[src/rtl/wr_ptr_full.sv]
// -----------------------------------------------------------------------------
// wr_ptr_full
//
// Write-side pointer and full-flag logic of an asynchronous FIFO. It keeps the
// binary write pointer and its Gray image, and drives the write address and
// write strobe into the dual-port RAM. It receives the read pointer after that
// pointer has passed through the 2-flop synchronizer into this clock domain.
// From it, the block derives registered full, almost-full and fill-level
// outputs.
//
// Parameters:
//   ADDR_W        RAM address width (depth = 2**ADDR_W, pointers ADDR_W+1 bits).
//                 Must be at least 2.
//   AFULL_THRESH  fill level at or above which walmost_full asserts
//                 (1..2**ADDR_W).
//
// Ports:
//   clk           write-domain clock
//   rst_n         synchronous, active-low reset
//   wr_en         write request from the producer
//   wq2_rptr      Gray read pointer, already synchronized into clk
//   wr_accept     RAM write strobe (combinational: wr_en & ~wfull)
//   waddr         RAM write address (low bits of the binary write pointer)
//   wptr          registered Gray write pointer, sent to the read side
//   wfull         registered full flag
//   walmost_full  registered almost-full flag
//   woverflow     sticky flag, set by a write attempt while full
//                 (present only when WR_OVERFLOW_FLAG_EN is defined)
//   wlevel        registered fill level 0..2**ADDR_W (pessimistic)
//
// Build option: define WR_OVERFLOW_FLAG_EN to add the woverflow output.
// -----------------------------------------------------------------------------
module wr_ptr_full #(
  parameter int ADDR_W       = 3,
  parameter int AFULL_THRESH = 6
) (
  input  logic              clk,
  input  logic              rst_n,
  input  logic              wr_en,
  input  logic [ADDR_W:0]   wq2_rptr,
  output logic              wr_accept,
  output logic [ADDR_W-1:0] waddr,
  output logic [ADDR_W:0]   wptr,
  output logic              wfull,
  output logic              walmost_full,
`ifdef WR_OVERFLOW_FLAG_EN
  output logic              woverflow,
`endif
  output logic [ADDR_W:0]   wlevel
);

  // One extra bit lets the threshold 2**ADDR_W compare without truncation.
  localparam logic [ADDR_W+1:0] AFULL_T = (ADDR_W+2)'(AFULL_THRESH);

  logic [ADDR_W:0] wbin_reg;
  logic [ADDR_W:0] wbin_next;
  logic [ADDR_W:0] wgray_next;
  logic [ADDR_W:0] rbin;
  logic [ADDR_W:0] wlevel_next;
  logic [ADDR_W:0] full_cmp;
  logic            wfull_next;
  logic            walmost_full_next;

  // Writes are blocked during reset, so the RAM is not touched on that edge.
  assign wr_accept = wr_en & ~wfull & rst_n;
  assign waddr     = wbin_reg[ADDR_W-1:0];

  assign wbin_next  = wbin_reg + {{ADDR_W{1'b0}}, wr_accept};
  assign wgray_next = (wbin_next >> 1) ^ wbin_next;

  // Gray-to-binary conversion of the synchronized read pointer. Each binary
  // bit is the XOR of all Gray bits from the MSB down to that bit.
  assign rbin[ADDR_W] = wq2_rptr[ADDR_W];
  generate
    for (genvar gi = ADDR_W - 1; gi >= 0; gi--) begin : g_gray2bin
      assign rbin[gi] = rbin[gi+1] ^ wq2_rptr[gi];
    end
  endgenerate

  // The FIFO is full when the write pointer is exactly one lap (2**ADDR_W)
  // ahead of the read pointer. In Gray code, adding 2**ADDR_W inverts the top
  // two bits and leaves the lower bits unchanged.
  assign full_cmp   = {~wq2_rptr[ADDR_W:ADDR_W-1], wq2_rptr[ADDR_W-2:0]};
  assign wfull_next = (wgray_next == full_cmp);

  // The synchronized read pointer lags the real one. The level computed here
  // can therefore be too high but never too low, which is the safe direction.
  assign wlevel_next       = wbin_next - rbin;
  assign walmost_full_next = ({1'b0, wlevel_next} >= AFULL_T);

  always_ff @(posedge clk) begin
    if (!rst_n) begin
      wbin_reg     <= '0;
      wptr         <= '0;
      wfull        <= 1'b0;
      walmost_full <= 1'b0;
      wlevel       <= '0;
    end else begin
      wbin_reg     <= wbin_next;
      wptr         <= wgray_next;
      wfull        <= wfull_next;
      walmost_full <= walmost_full_next;
      wlevel       <= wlevel_next;
    end
  end

`ifdef WR_OVERFLOW_FLAG_EN
  // Sticky record that a write was dropped. Only reset clears it.
  always_ff @(posedge clk) begin
    if (!rst_n) begin
      woverflow <= 1'b0;
    end else if (wr_en && wfull) begin
      woverflow <= 1'b1;
    end
  end
`endif

endmodule

[config.mk]
export PLATFORM = sky130hd
export DESIGN_NAME = wr_ptr_full
export DESIGN_NICKNAME = d
export VERILOG_FILES = /design/src/rtl/wr_ptr_full.sv
export SDC_FILE = /design/constraint.sdc
export NUM_CORES = 1
export LEC_CHECK = 0
export BUFFER_PORTS_ARGS = -buffer_cell sky130_fd_sc_hd__buf_2
export CAP_MARGIN = 20
export CORE_MARGIN = 10
export CORE_UTILIZATION = 45
export CTS_CLUSTER_DIAMETER = 150
export DETAILED_ROUTE_END_ITERATION = 8
export PLACE_DENSITY = 0.73
export SYNTH_ARGS = -nofsm -noshare
export SYNTH_HDL_FRONTEND = slang
export SYNTH_SLANG_ARGS = --single-unit
[constraint.sdc]
create_clock -name clk -period 3.54 [get_ports clk]
set_input_delay 0 -clock clk [delete_from_list [all_inputs] [get_ports clk]]
set_output_delay 0 -clock clk [all_outputs]
set_load 0.03 [all_outputs]
==> out/results.ini, run 1 <==
[logic_synthesis]
ys.flop_type = dfxtp_1
ys_seq_elements = 13
async_flop_share = 0
syn_nets = 73
yosysSeqAreaShare = 0.405
yosys_warnings = 0
yosys.cell_types.count = 21
synth_edf_count = 0
netlist_instances = 60
netlist_area_um2 = 642
syn_area_per_cell_um2 = 10.7

[route]
avgRoutedWirePerCell_um = 13.0
drc_errors = 0
viasPerCell = 4.88
num_vias = 478
wirelength_um = 1270
ant_nets = 0
firstDrtPassIters = 1
drt_first_iter_violations = 0

[placement]
routabilityCongestion = 0.727
dp_hpwl_um = 1030
io_buffer_count = 20
place_area_um2 = 757

[clocking]
htreeDepth = 1
cts_hold_buffers = 0
cts_setup_buffers = 0
cts_resized = 0
clk_path_buf_depth = 2
path_clk_slew_ns = 0.07
cts_buffers = 3
cts.sinks = 13
clock-root-buffer = clkbuf_4
clock_latency_ns = 0.29
cts_tree = built

[timing]
tightest_slew_ns = 0.317
fin_worst_skew_ns = 0.0135
finalSetupTns_ns = 0
fmax_mhz = 439
min_period_ns = 2.28
period_share = 0.643
hold_viol_final = 0
whs_ns = 0.0424
slew_viol_final = 0
setup_viol = 0
relSlewSlack = 0.788
rsz0062_at_grt = no

[global_routing]
grt_pass1_wl_um = 2120
track_usage = 0.0810
grt_start_max_net_pins = 15
grt_overflow = 0
grt_pass1_vias = 535
antenna_found_initial = 0

[layout]
fin_area_um2 = 783
final_nets = 97
area_delta_synth_final_pct = 22.0
num_antenna_cells = 0
drive_gt1_frac = 0.313

[floorplan]
initial_core_util = 0.487
die-area_um2 = 3340
die_w_um = 57.8
die_h_um = 57.8
io_pins = 21
coreArea_um2 = 1320
core.rowCount = 13

[job]
drv_cap = 0

[setup_path]
required_ns = 3.71
r2r-end = walmost_full
startpoint_type = flip-flop
critPathCaptureType = flip-flop
critPathMaxFanout = 4
rr_startpoint = wfull
criticalPathCategory = flip-flop to flip-flop
endpoint = walmost_full
cp-startpoint = wfull
cp.arrival_ns = 2.44
r2r_setup_slack_ns = 1.26
r2r_cells = 8

[status]
status = finished clean

[power_and_ir_drop]
power_leakage_nw = 0.406
p_per_area_nw_per_um2 = 480
finalPower_mw = 0.376
max-vdd-ir-drop_v = 0.000229

[hold_path]
worst_hold_path_type = primary input to flip-flop

-- report_power, final --
| group | internal [mW] | total [mW] | switching [mW] |
|---|---|---|---|
| clock network | 0.0437 | 0.0947 | 0.0510 |
| logic | 0.0452 | 0.116 | 0.0709 |
| registers | 0.161 | 0.165 | 0.00386 |
| total | 0.250 | 0.376 | 0.126 |
-- cells in the final DEF, fill, tap and decap left out, drive strengths merged, types with 2 or more instances in the layout --
master | netlist | routed
buf | 0 | 20
dfxtp | 13 | 13
xnor2 | 8 | 8
and2 | 8 | 8
xor2 | 5 | 5
ha | 5 | 5
inv | 4 | 4
nor2b | 4 | 4
clkbuf | 1 | 4
and3 | 2 | 2
-- worst min-delay path by stage --
stage | startpoint | endpoint | slack [ns] | depth (start not counted)
floorplan | rst_n | wfull | 0.13 | 2
global placement | wq2_rptr[2] | wfull | 0.33 | 3
detailed placement | wq2_rptr[2] | wfull | 0.34 | 3
CTS | rst_n | wlevel[3] | 0.04 | 2
global route | rst_n | walmost_full | 0.04 | 2
finish | wq2_rptr[2] | wfull | 0.04 | 3
-- Yosys cell counts (all sizes together), types with 2 or more instances --
cell type / instances / area, µm²
dfxtp: 13 / 260
and2: 8 / 52.6
xnor2: 8 / 70.1
ha: 5 / 62.6
xor2: 5 / 43.8
inv: 4 / 15.0
nor2b: 4 / 25.0
and3: 2 / 13.8
-- cell families (layout without fill, tap and decap cells) --
logic type,Yosys count,count (layout),share of synthesized area
flops,13,13,0.405
xor+xnor,14,14,0.212
fa+ha+maj,6,6,0.129
simple gates,17,17,0.172
buf+inv,5,28,0.0292
compound gates,5,5,0.0526
-- per-layer routing --
metal,routed length [µm],GRT usage,share of wire,up-vias
li1,-,-,-,239
met1,507,0.0727,0.40,218
met2,600,0.132,0.47,16
met3,123,0.0436,0.097,5
met4,40,0.0671,0.031,0
met5,0,0,0,-
-- worst max-delay path, cell delays in order (launching register included) --
cell and delay, ns:
dfxtp_1 0.32, and3b_1 0.18, ha_1 0.23, ha_1 0.35
inv_1 0.10, fa_1 0.44, xnor2_1 0.14, nor2b_1 0.13
o31a_1 0.28
-- per-stage QoR --
stage | setup slack, ns | instances | util
floorplan | 0.984 | 60 | -
global placement | 1.33 | 94 | 0.575
detailed placement | 1.26 | 94 | 0.575
CTS | 1.26 | 98 | 0.594
global route | 1.14 | 98 | 0.594
finish | 1.26 | 98 | 0.594
-- final cells by class --
cell class,count,area [µm²]
fill,109,534
tap,15,18.8
clock buffer,4,26.3
multi-input combinational,42,363
timing repair buffer,20,100
inverter,4,15.0
sequential,13,260
(Power assumes the default switching activity.)
==> inputs of run 2 (changes only) <==
Clock period 3.54 ns to 2.26 ns, I/O delays scaled along.
==> out/results.ini, run 2 (synthesized netlist as in run 1, its figures left out) <==
[clocking]
cts_setup_buffers = 0
path_clk_slew_ns = 0.08
clk_path_buf_depth = 2
cts_hold_buffers = 0
clock_latency_ns = 0.28
cts.sinks = 13
cts_tree = built
cts_resized = 0
cts_buffers = 3
htreeDepth = 1
clock-root-buffer = clkbuf_4

[setup_path]
criticalPathCategory = flip-flop to flip-flop
crit_cells = 8
r2r-end = walmost_full
crit_buf_inv = 1
rr_startpoint = wfull
r2r_setup_slack_ns = 0.13
startpoint_type = flip-flop
r2r_cells = 8
path_delay_family = adder cells
slowest_delay_ns = 0.39
cp_cell_sequence = and3b_2, ha_4, ha_4, inv_1, fa_2, xnor2_1, nor2b_1, o31a_1
cp_common_cell = ha_4
crit_path_top_delay_cell = fa_2
endpoint = walmost_full
critPathCaptureType = flip-flop
cp-startpoint = wfull
cp.arrival_ns = 2.30
critPathMaxFanout = 4
required_ns = 2.43

[status]
status = finished clean

[floorplan]
core.rowCount = 13
die_h_um = 57.8
io_pins = 21
die-area_um2 = 3340
coreArea_um2 = 1320
initial_core_util = 0.487
die_w_um = 57.8

[power_and_ir_drop]
finalPower_mw = 0.591
max-vdd-ir-drop_v = 0.000393
power_leakage_nw = 0.412
p_per_area_nw_per_um2 = 711

[layout]
area_delta_synth_final_pct = 29.4
multiInputGateArea_um2 = 392
fin_area_um2 = 831
stdcell_count = 100
final_common_cell = buf_2
drive_gt1_frac = 0.388
seqCellArea_um2 = 264
final_nets = 99
final_cell_mix = buf_2 (20), dfxtp_1 (12), xnor2_1 (8)
num_antenna_cells = 0
fillers = 115

[placement]
pre_cts_slack_ns = 0.134
place_area_um2 = 805
routabilityCongestion = 0.806
dp_hpwl_um = 1070
dp_cells = 96
io_buffer_count = 20

[route]
ant_nets = 0
drc_errors = 0
num_vias = 458
drt_first_iter_violations = 19
wirelength_um = 1300
viasPerCell = 4.58
firstDrtPassIters = 3
avgRoutedWirePerCell_um = 13.0

[timing]
period_share = 0.942
slew_viol_final = 0
tightest_slew_ns = 0.327
hold_viol_final = 0
rsz0062_at_grt = no
setup_viol = 0
fin_ws_ns = 0.131
fin_worst_skew_ns = 0.00385
finalSetupTns_ns = 0
fmax_mhz = 470
relSlewSlack = 0.780
min_period_ns = 2.13

[global_routing]
track_usage = 0.0870
antenna_found_initial = 0
grt_pass1_vias = 515
grt_start_max_net_pins = 14
grt_overflow = 0
grt_pass1_wl_um = 2210

[job]
drv_cap = 0

[hold_path]
worst_hold_path_type = primary input to flip-flop

[run 2: per-layer routing]
metal | global-route usage | part of all wire | wire, µm | vias to the layer above
li1 | - | - | - | 241
met1 | 0.0858 | 0.40 | 519 | 198
met2 | 0.133 | 0.46 | 601 | 15
met3 | 0.0392 | 0.099 | 128 | 4
met4 | 0.0805 | 0.036 | 47 | 0
met5 | 0 | 0 | 0 | -
[run 2: per-stage QoR]
stage	util	hold slack (ns)
3_5_place_dp	0.611	0.323
3_3_place_gp	0.611	0.329
2_1_floorplan	-	0.116
6_report	0.631	0.0355
5_1_grt	0.631	0.0549
4_1_cts	0.631	0.0345
[run 2: final cells by class]
type                       instances  share of cell area
sequential                        13               0.318
clock buffer                       4              0.0316
timing repair buffer              22               0.139
tap                               15              0.0226
inverter                           4              0.0181
multi-input combinational         42               0.471
[run 2: worst reg2reg max path: cells and delay by family, from the launching register on]
family	cells	cell delay, ns
flip-flops	1	0.34
XOR/XNOR	1	0.13
AND/OR/NAND/NOR	2	0.35
adder cells (fa/ha/maj)	3	0.85
AO/OA/AOI/OAI	1	0.28
buffers and inverters	1	0.07
[run 2: worst min path at each step]
stage                            from    end  slack, ns  cells past startpoint
after floorplan                 rst_n  wfull       0.12                      2
after global placement    wq2_rptr[2]  wfull       0.33                      3
after detailed placement  wq2_rptr[2]  wfull       0.32                      3
after CTS                 wq2_rptr[2]  wfull       0.03                      3
after global routing      wq2_rptr[2]  wfull       0.05                      3
final                     wq2_rptr[2]  wfull       0.04                      3
[run 2: where the power goes]
group / total (mW) / internal [mW] / switching, mW / leakage (nW)
registers: 0.258 / 0.252 / 0.00668 / 0.107
logic: 0.190 / 0.0773 / 0.113 / 0.290
clock network: 0.143 / 0.0685 / 0.0743 / 0.0150
total: 0.591 / 0.397 / 0.194 / 0.412
